**src/rtl/bus_access_controller_if.sv**
```systemverilog
// CPU-side request/response and ECO32-style bus signals of the
// bus access controller, plus the timeout counter hookup.
interface bus_access_controller_if #(
   parameter int ADDRESS_WIDTH = 32
);
   logic                     cpu_request;
   logic                     cpu_write;
   logic [1:0]               cpu_size;
   logic [ADDRESS_WIDTH-1:0] cpu_address;
   logic [31:0]              cpu_write_data;
   logic [31:0]              cpu_read_data;
   logic                     cpu_ready;
   logic                     cpu_error;
   logic [1:0]               cpu_error_cause;
   logic [ADDRESS_WIDTH-1:0] cpu_error_address;
   logic                     bus_enable;
   logic                     bus_write;
   logic [1:0]               bus_size;
   logic [ADDRESS_WIDTH-1:0] bus_address;
   logic [31:0]              bus_write_data;
   logic [31:0]              bus_read_data;
   logic                     bus_wait;
   logic                     timeout_clear;
   logic                     timeout_alarm;

   modport master (
      input  cpu_request, cpu_write, cpu_size,
      input  cpu_address, cpu_write_data,
      output cpu_read_data, cpu_ready, cpu_error,
      output cpu_error_cause, cpu_error_address,
      output bus_enable, bus_write, bus_size,
      output bus_address, bus_write_data,
      input  bus_read_data, bus_wait,
      output timeout_clear,
      input  timeout_alarm
   );

   modport slave (
      output cpu_request, cpu_write, cpu_size,
      output cpu_address, cpu_write_data,
      input  cpu_read_data, cpu_ready, cpu_error,
      input  cpu_error_cause, cpu_error_address,
      input  bus_enable, bus_write, bus_size,
      input  bus_address, bus_write_data,
      output bus_read_data, bus_wait,
      input  timeout_clear,
      output timeout_alarm
   );
endinterface

```
**src/rtl/bus_access_controller.sv**
```systemverilog
// CPU bus master: latches one request, checks alignment, runs a
// single bus cycle and reports ready, misaligned or timeout.
module bus_access_controller #(
   parameter int ADDRESS_WIDTH = 32
) (
   input logic                     clock,
   input logic                     reset_n,
   bus_access_controller_if.master bif
);

   typedef enum logic [1:0] {
      IDLE,
      ACCESS,
      DONE,
      ERROR
   } state_t;

   state_t                   state_q, state_d;
   logic                     write_q, write_d;
   logic [1:0]               size_q, size_d;
   logic [ADDRESS_WIDTH-1:0] addr_q, addr_d;
   logic [31:0]              wdata_q, wdata_d;
   logic [31:0]              rdata_q, rdata_d;
   logic [1:0]               cause_q, cause_d;
   logic                     misaligned;

   // size 11 decodes as a word
   always_comb begin
      misaligned = 1'b0;
      unique case (1'b1)
         (bif.cpu_size == 2'b00):
            misaligned = 1'b0;
         (bif.cpu_size == 2'b01):
            misaligned = bif.cpu_address[0];
         default:
            misaligned = |bif.cpu_address[1:0];
      endcase
   end

   always_comb begin
      state_d = state_q;
      write_d = write_q;
      size_d  = size_q;
      addr_d  = addr_q;
      wdata_d = wdata_q;
      rdata_d = rdata_q;
      cause_d = cause_q;
      unique case (state_q)
         IDLE: begin
            if (bif.cpu_request) begin
               write_d = bif.cpu_write;
               size_d  = bif.cpu_size;
               addr_d  = bif.cpu_address;
               wdata_d = bif.cpu_write_data;
               if (misaligned) begin
                  state_d = ERROR;
                  cause_d = 2'b01;
               end else begin
                  state_d = ACCESS;
               end
            end
         end
         ACCESS: begin
            // completion beats a same-cycle alarm
            if (!bif.bus_wait) begin
               if (!write_q) rdata_d = bif.bus_read_data;
               state_d = DONE;
            end else if (bif.timeout_alarm) begin
               state_d = ERROR;
               cause_d = 2'b10;
            end
         end
         DONE:    state_d = IDLE;
         ERROR:   state_d = IDLE;
         default: state_d = IDLE;
      endcase
   end

   always_ff @(posedge clock or negedge reset_n) begin
      if (!reset_n) begin
         state_q <= IDLE;
         write_q <= 1'b0;
         size_q  <= 2'b00;
         addr_q  <= '0;
         wdata_q <= '0;
         rdata_q <= '0;
         cause_q <= 2'b00;
      end else begin
         state_q <= state_d;
         write_q <= write_d;
         size_q  <= size_d;
         addr_q  <= addr_d;
         wdata_q <= wdata_d;
         rdata_q <= rdata_d;
         cause_q <= cause_d;
      end
   end

   assign bif.bus_enable        = (state_q == ACCESS);
   assign bif.bus_write         = (state_q == ACCESS) & write_q;
   assign bif.bus_size          = size_q;
   assign bif.bus_address       = addr_q;
   assign bif.bus_write_data    = wdata_q;
   assign bif.timeout_clear     = (state_q != ACCESS);
   assign bif.cpu_ready         = (state_q == DONE);
   assign bif.cpu_error         = (state_q == ERROR);
   assign bif.cpu_error_cause   = cause_q;
   assign bif.cpu_error_address = addr_q;
   assign bif.cpu_read_data     = rdata_q;

endmodule
```
**src/flat_wrapper.sv**
```systemverilog
// flat-port wrapper written by rule: the top's interface ports become plain ports
module bus_access_controller_flat 
#(
   parameter int ADDRESS_WIDTH = 32
)
  (clock, reset_n, bif_cpu_request, bif_cpu_write, bif_cpu_size, bif_cpu_address, bif_cpu_write_data, bif_cpu_read_data, bif_cpu_ready, bif_cpu_error, bif_cpu_error_cause, bif_cpu_error_address, bif_bus_enable, bif_bus_write, bif_bus_size, bif_bus_address, bif_bus_write_data, bif_bus_read_data, bif_bus_wait, bif_timeout_clear, bif_timeout_alarm);
  bus_access_controller_if #(.ADDRESS_WIDTH(ADDRESS_WIDTH)) bif_i ();
  input logic clock;
  input logic reset_n;
  input wire logic [$bits(bif_i.cpu_request)-1:0] bif_cpu_request;
  input wire logic [$bits(bif_i.cpu_write)-1:0] bif_cpu_write;
  input wire logic [$bits(bif_i.cpu_size)-1:0] bif_cpu_size;
  input wire logic [$bits(bif_i.cpu_address)-1:0] bif_cpu_address;
  input wire logic [$bits(bif_i.cpu_write_data)-1:0] bif_cpu_write_data;
  output wire logic [$bits(bif_i.cpu_read_data)-1:0] bif_cpu_read_data;
  output wire logic [$bits(bif_i.cpu_ready)-1:0] bif_cpu_ready;
  output wire logic [$bits(bif_i.cpu_error)-1:0] bif_cpu_error;
  output wire logic [$bits(bif_i.cpu_error_cause)-1:0] bif_cpu_error_cause;
  output wire logic [$bits(bif_i.cpu_error_address)-1:0] bif_cpu_error_address;
  output wire logic [$bits(bif_i.bus_enable)-1:0] bif_bus_enable;
  output wire logic [$bits(bif_i.bus_write)-1:0] bif_bus_write;
  output wire logic [$bits(bif_i.bus_size)-1:0] bif_bus_size;
  output wire logic [$bits(bif_i.bus_address)-1:0] bif_bus_address;
  output wire logic [$bits(bif_i.bus_write_data)-1:0] bif_bus_write_data;
  input wire logic [$bits(bif_i.bus_read_data)-1:0] bif_bus_read_data;
  input wire logic [$bits(bif_i.bus_wait)-1:0] bif_bus_wait;
  output wire logic [$bits(bif_i.timeout_clear)-1:0] bif_timeout_clear;
  input wire logic [$bits(bif_i.timeout_alarm)-1:0] bif_timeout_alarm;
  assign bif_i.cpu_request = bif_cpu_request;
  assign bif_i.cpu_write = bif_cpu_write;
  assign bif_i.cpu_size = bif_cpu_size;
  assign bif_i.cpu_address = bif_cpu_address;
  assign bif_i.cpu_write_data = bif_cpu_write_data;
  assign bif_cpu_read_data = bif_i.cpu_read_data;
  assign bif_cpu_ready = bif_i.cpu_ready;
  assign bif_cpu_error = bif_i.cpu_error;
  assign bif_cpu_error_cause = bif_i.cpu_error_cause;
  assign bif_cpu_error_address = bif_i.cpu_error_address;
  assign bif_bus_enable = bif_i.bus_enable;
  assign bif_bus_write = bif_i.bus_write;
  assign bif_bus_size = bif_i.bus_size;
  assign bif_bus_address = bif_i.bus_address;
  assign bif_bus_write_data = bif_i.bus_write_data;
  assign bif_i.bus_read_data = bif_bus_read_data;
  assign bif_i.bus_wait = bif_bus_wait;
  assign bif_timeout_clear = bif_i.timeout_clear;
  assign bif_i.timeout_alarm = bif_timeout_alarm;
  bus_access_controller #(.ADDRESS_WIDTH(ADDRESS_WIDTH)) u_core (.clock(clock), .reset_n(reset_n), .bif(bif_i));
endmodule
```
**config.mk**
```make
export PLATFORM = sky130hd
export DESIGN_NAME = bus_access_controller_flat
export DESIGN_NICKNAME = d
export VERILOG_FILES = /design/src/rtl/bus_access_controller_if.sv /design/src/rtl/bus_access_controller.sv /design/src/flat_wrapper.sv
export SDC_FILE = /design/constraint.sdc
export NUM_CORES = 1
export LEC_CHECK = 0
export CORE_ASPECT_RATIO = 1.5
export CORE_UTILIZATION = 34
export CTS_CLUSTER_DIAMETER = 150
export DETAILED_ROUTE_END_ITERATION = 12
export HOLD_SLACK_MARGIN = 0.02
export PLACE_DENSITY = 0.84
export SLEW_MARGIN = 0
export SYNTH_ARGS = -nofsm -noshare
export SYNTH_HDL_FRONTEND = slang
export SYNTH_SLANG_ARGS = --single-unit
```
**constraint.sdc**
```tcl
create_clock -name clock -period 1.4 [get_ports clock]
set_input_delay 0.21 -clock clock [delete_from_list [all_inputs] [get_ports clock]]
set_output_delay 0.21 -clock clock [all_outputs]
set_load 0.02 [all_outputs]
```
==> results.toml <==
[route]
first_pass_iters = 4
drtIter0Drc = 108
drt-total-wl_mm = 11.83
postRouteAntennaNets = 0
drc = 0
avgViaCountPerCell = 4.607
dr_total_vias = 3004
avgRoutedWirePerCell_um = 18.14

[die]
io_pins = 241
die-width_um = 92.25
core.rowCount = 49
die_h_um = 137.4
dieArea_sq_um = 12670
core_area_sq_um = 11960
initial_core_util = 0.3475

[sta]
hold_viol = 0
layout_setup_ws_ns = -0.1808
finalCritPeriodShare = 1.129
clock_skew_ns = 0.01147
finalSetupViolCount = 107
whs_ns = 0.2935
fmax_mhz = 632.6
maxSlewHeadroom = 0.8104
tightestPinTransition_ns = 0.2845
rsz0062_at_grt = "true"
report.final.slew_viol_count = 0
period_minus_slack_ns = 1.581

[pwr]
p_leak_nw = 3.312
power_density_nw_per_um2 = 2423
irDropWorstVdd_v = 0.001286
power.total_w = 0.01728

[synthesis]
synth_mux_area_frac = 0.2684
synth_xor_area_frac = 0
avgSynthCellArea_sq_um = 15.85
synth_most_common_cell = "dfrtp_1"
synth_largest_area_cell = "dfrtp_1"
syn-cell-area_sq_um = 4154
synth_top_family_by_area = "multiplexers"
synth_common_cells = "dfrtp_1, mux2_2, buf_4"
synth.area.top_cells = "dfrtp_1, mux2_2, buf_4, buf_6, nor4b_4"
async_reset_ff_frac = 1.000
yosysUniqueCellTypes = 19
ys.flop_type = "dfrtp_1"
ys.warnings.count = 0
ys_seq_elements = 103
synth_edf_count = 0
synth-seq-area-share = 0.6205
synthesis.nets = 366
synth_top_area_frac = 0.6205
synth_compound_area_frac = 0.009639
synth-simple-area-share = 0.02048
syn_inst = 262
synth_fa_ha_area_frac = 0

[setup_path]
end_kind = "register"
cp.required_ns = 1.63
r2r_start = "u_core.state_q[1]$_DFFE_PN0P_"
cp-start-kind = "register"
cp-startpoint = "u_core.state_q[1]$_DFFE_PN0P_"
crit_arrival_ns = 1.81
critical_path_class = "register to register"
cp_max_fo = 8

[cells_and_area]
final_net_count = 598
final_area_sq_um = 7133
syn2layout_area_growth_pct = 71.72
drive_gt1_frac = 0.2946
diodes = 0
regArea_sq_um = 2579
multi_input_area_sq_um = 1465
instances_no_fill = 652
fill_cells = 978

[global_route]
overflow = 0
grt_use_total = 0.1729
grt_pass1_wl_mm = 16.68
grt_util_met3 = 0.05684
busiest_layer = "met2"
use_met1 = 0.1847
grt_pass1_vias = 3222
antenna_found_initial = 0
use_met2 = 0.3151
grt_max_degree = 47

[placement]
dpl.cell_count = 626
gp_congestion = 0.7469
hpwl_mm = 8.188
port_buffers = 240
place_area_sq_um = 6576

[clock_tree]
clk_pin_slew_ns = 0.07
ctsHtreeMaxLevel = 3
cts_root_buffer = "clkbuf_16"
numClockSinks = 103
worstSkewPairLatency_ns = 0.35
numCtsBuffers = 9
cts_tree = "built"
clk_path_buf_depth = 2

[outcome]
violations = "setup timing"
status = "complete, but fails checks"

[job]
maxCapViolations = 0

[hold_path]
hold_class = "input pin to asynchronous set/reset pin"
[where the power goes]
group | total [W] | switching, W | internal, W
logic | 0.00946 | 0.00473 | 0.00473
clock network | 0.00240 | 0.00113 | 0.00127
registers | 0.00542 | 0.000912 | 0.00451
total | 0.0173 | 0.00677 | 0.0105
[metrics by stage]
stage	utilization	worst slack [ns]	TNS, ns
3_3_place_gp	0.5501	-0.3600	-29.48
4_1_cts	0.5721	-0.1854	-15.22
6_report	0.5967	-0.1808	-13.13
3_5_place_dp	0.5501	-0.4256	-32.80
5_1_grt	0.5967	-0.2320	-19.63
2_1_floorplan	-	-0.06948	-2.926
[cell type report]
class / count / area share
tap: 153 / 0.02684
timing repair buffer: 264 / 0.3655
clock buffer: 11 / 0.03403
multi-input combinational: 114 / 0.2054
sequential: 103 / 0.3615
clock inverter: 5 / 0.005613
inverter: 2 / 0.001052
[sequential cells by signal, indices dropped and copies added (netlist names)]
| register | count |
|---|---|
| u_core.write_q | 1 |
| u_core.bif.cpu_read_data | 32 |
| u_core.bif.bus_write_data | 32 |
| u_core.bif.bus_size | 2 |
| u_core.state_q | 2 |
| u_core.bif.bus_address | 32 |
| u_core.bif.cpu_error_cause | 2 |
[per-layer routing]
layer  up-vias  wire [um]
li1       1337          -
met1      1510       4254
met2       140       6534
met3        17        814
met4         0        225
met5         -          0
[worst paths after layout]
kind                                                                 end  slack, ns  cells after the start
worst max-delay path             u_core.bif.cpu_read_data[3]$_DFFE_PN0P_      -0.18                      5
max in group asynchronous       u_core.bif.cpu_read_data[20]$_DFFE_PN0P_       0.57                      3
worst min-delay path             u_core.bif.cpu_read_data[6]$_DFFE_PN0P_       0.29                      2
min in group clock                u_core.bif.bus_address[23]$_DFFE_PN0P_       0.47                      2
worst min register to register        u_core.bif.bus_size[0]$_DFFE_PN0P_       0.50                      1
worst max register to register   u_core.bif.cpu_read_data[3]$_DFFE_PN0P_      -0.18                      5
[kinds of logic after synthesis]
group	after synthesis
flip-flops	103
multiplexers	99
AND/OR/NAND/NOR	10
AO/OA/AOI/OAI	5
buffers and inverters	45
[worst max-delay path: stages, from the launching register on]
cell	delay [ns]
dfrtp_1	0.40
buf_6	0.14
nor4b_4	0.22
buf_6	0.19
clkbuf_16	0.18
mux2_2	0.33
[placed cells by master, fill, tap and decap left out, types with 2 or more instances in the layout]
cell	count
buf_6	6
mux2_2	42
clkinv_4	2
dfrtp_1	102
and2_1	2
buf_4	10
clkbuf_16	13
o32ai_1	2
dlygate4sd2_1	132
clkdlybuf4s50_1	102
buf_12	6
inv_6	2
nor2b_1	2
mux2_4	57
buf_8	2
[timing repair]
action,CTS,global route
resized for setup,175,56
hold endpoints to repair,16,0
gates cloned,2,5
hold buffers,1,0
setup endpoints to repair,239,107
buffers inserted,3,0
pin swaps,1,1
(Power assumes the default switching activity.)
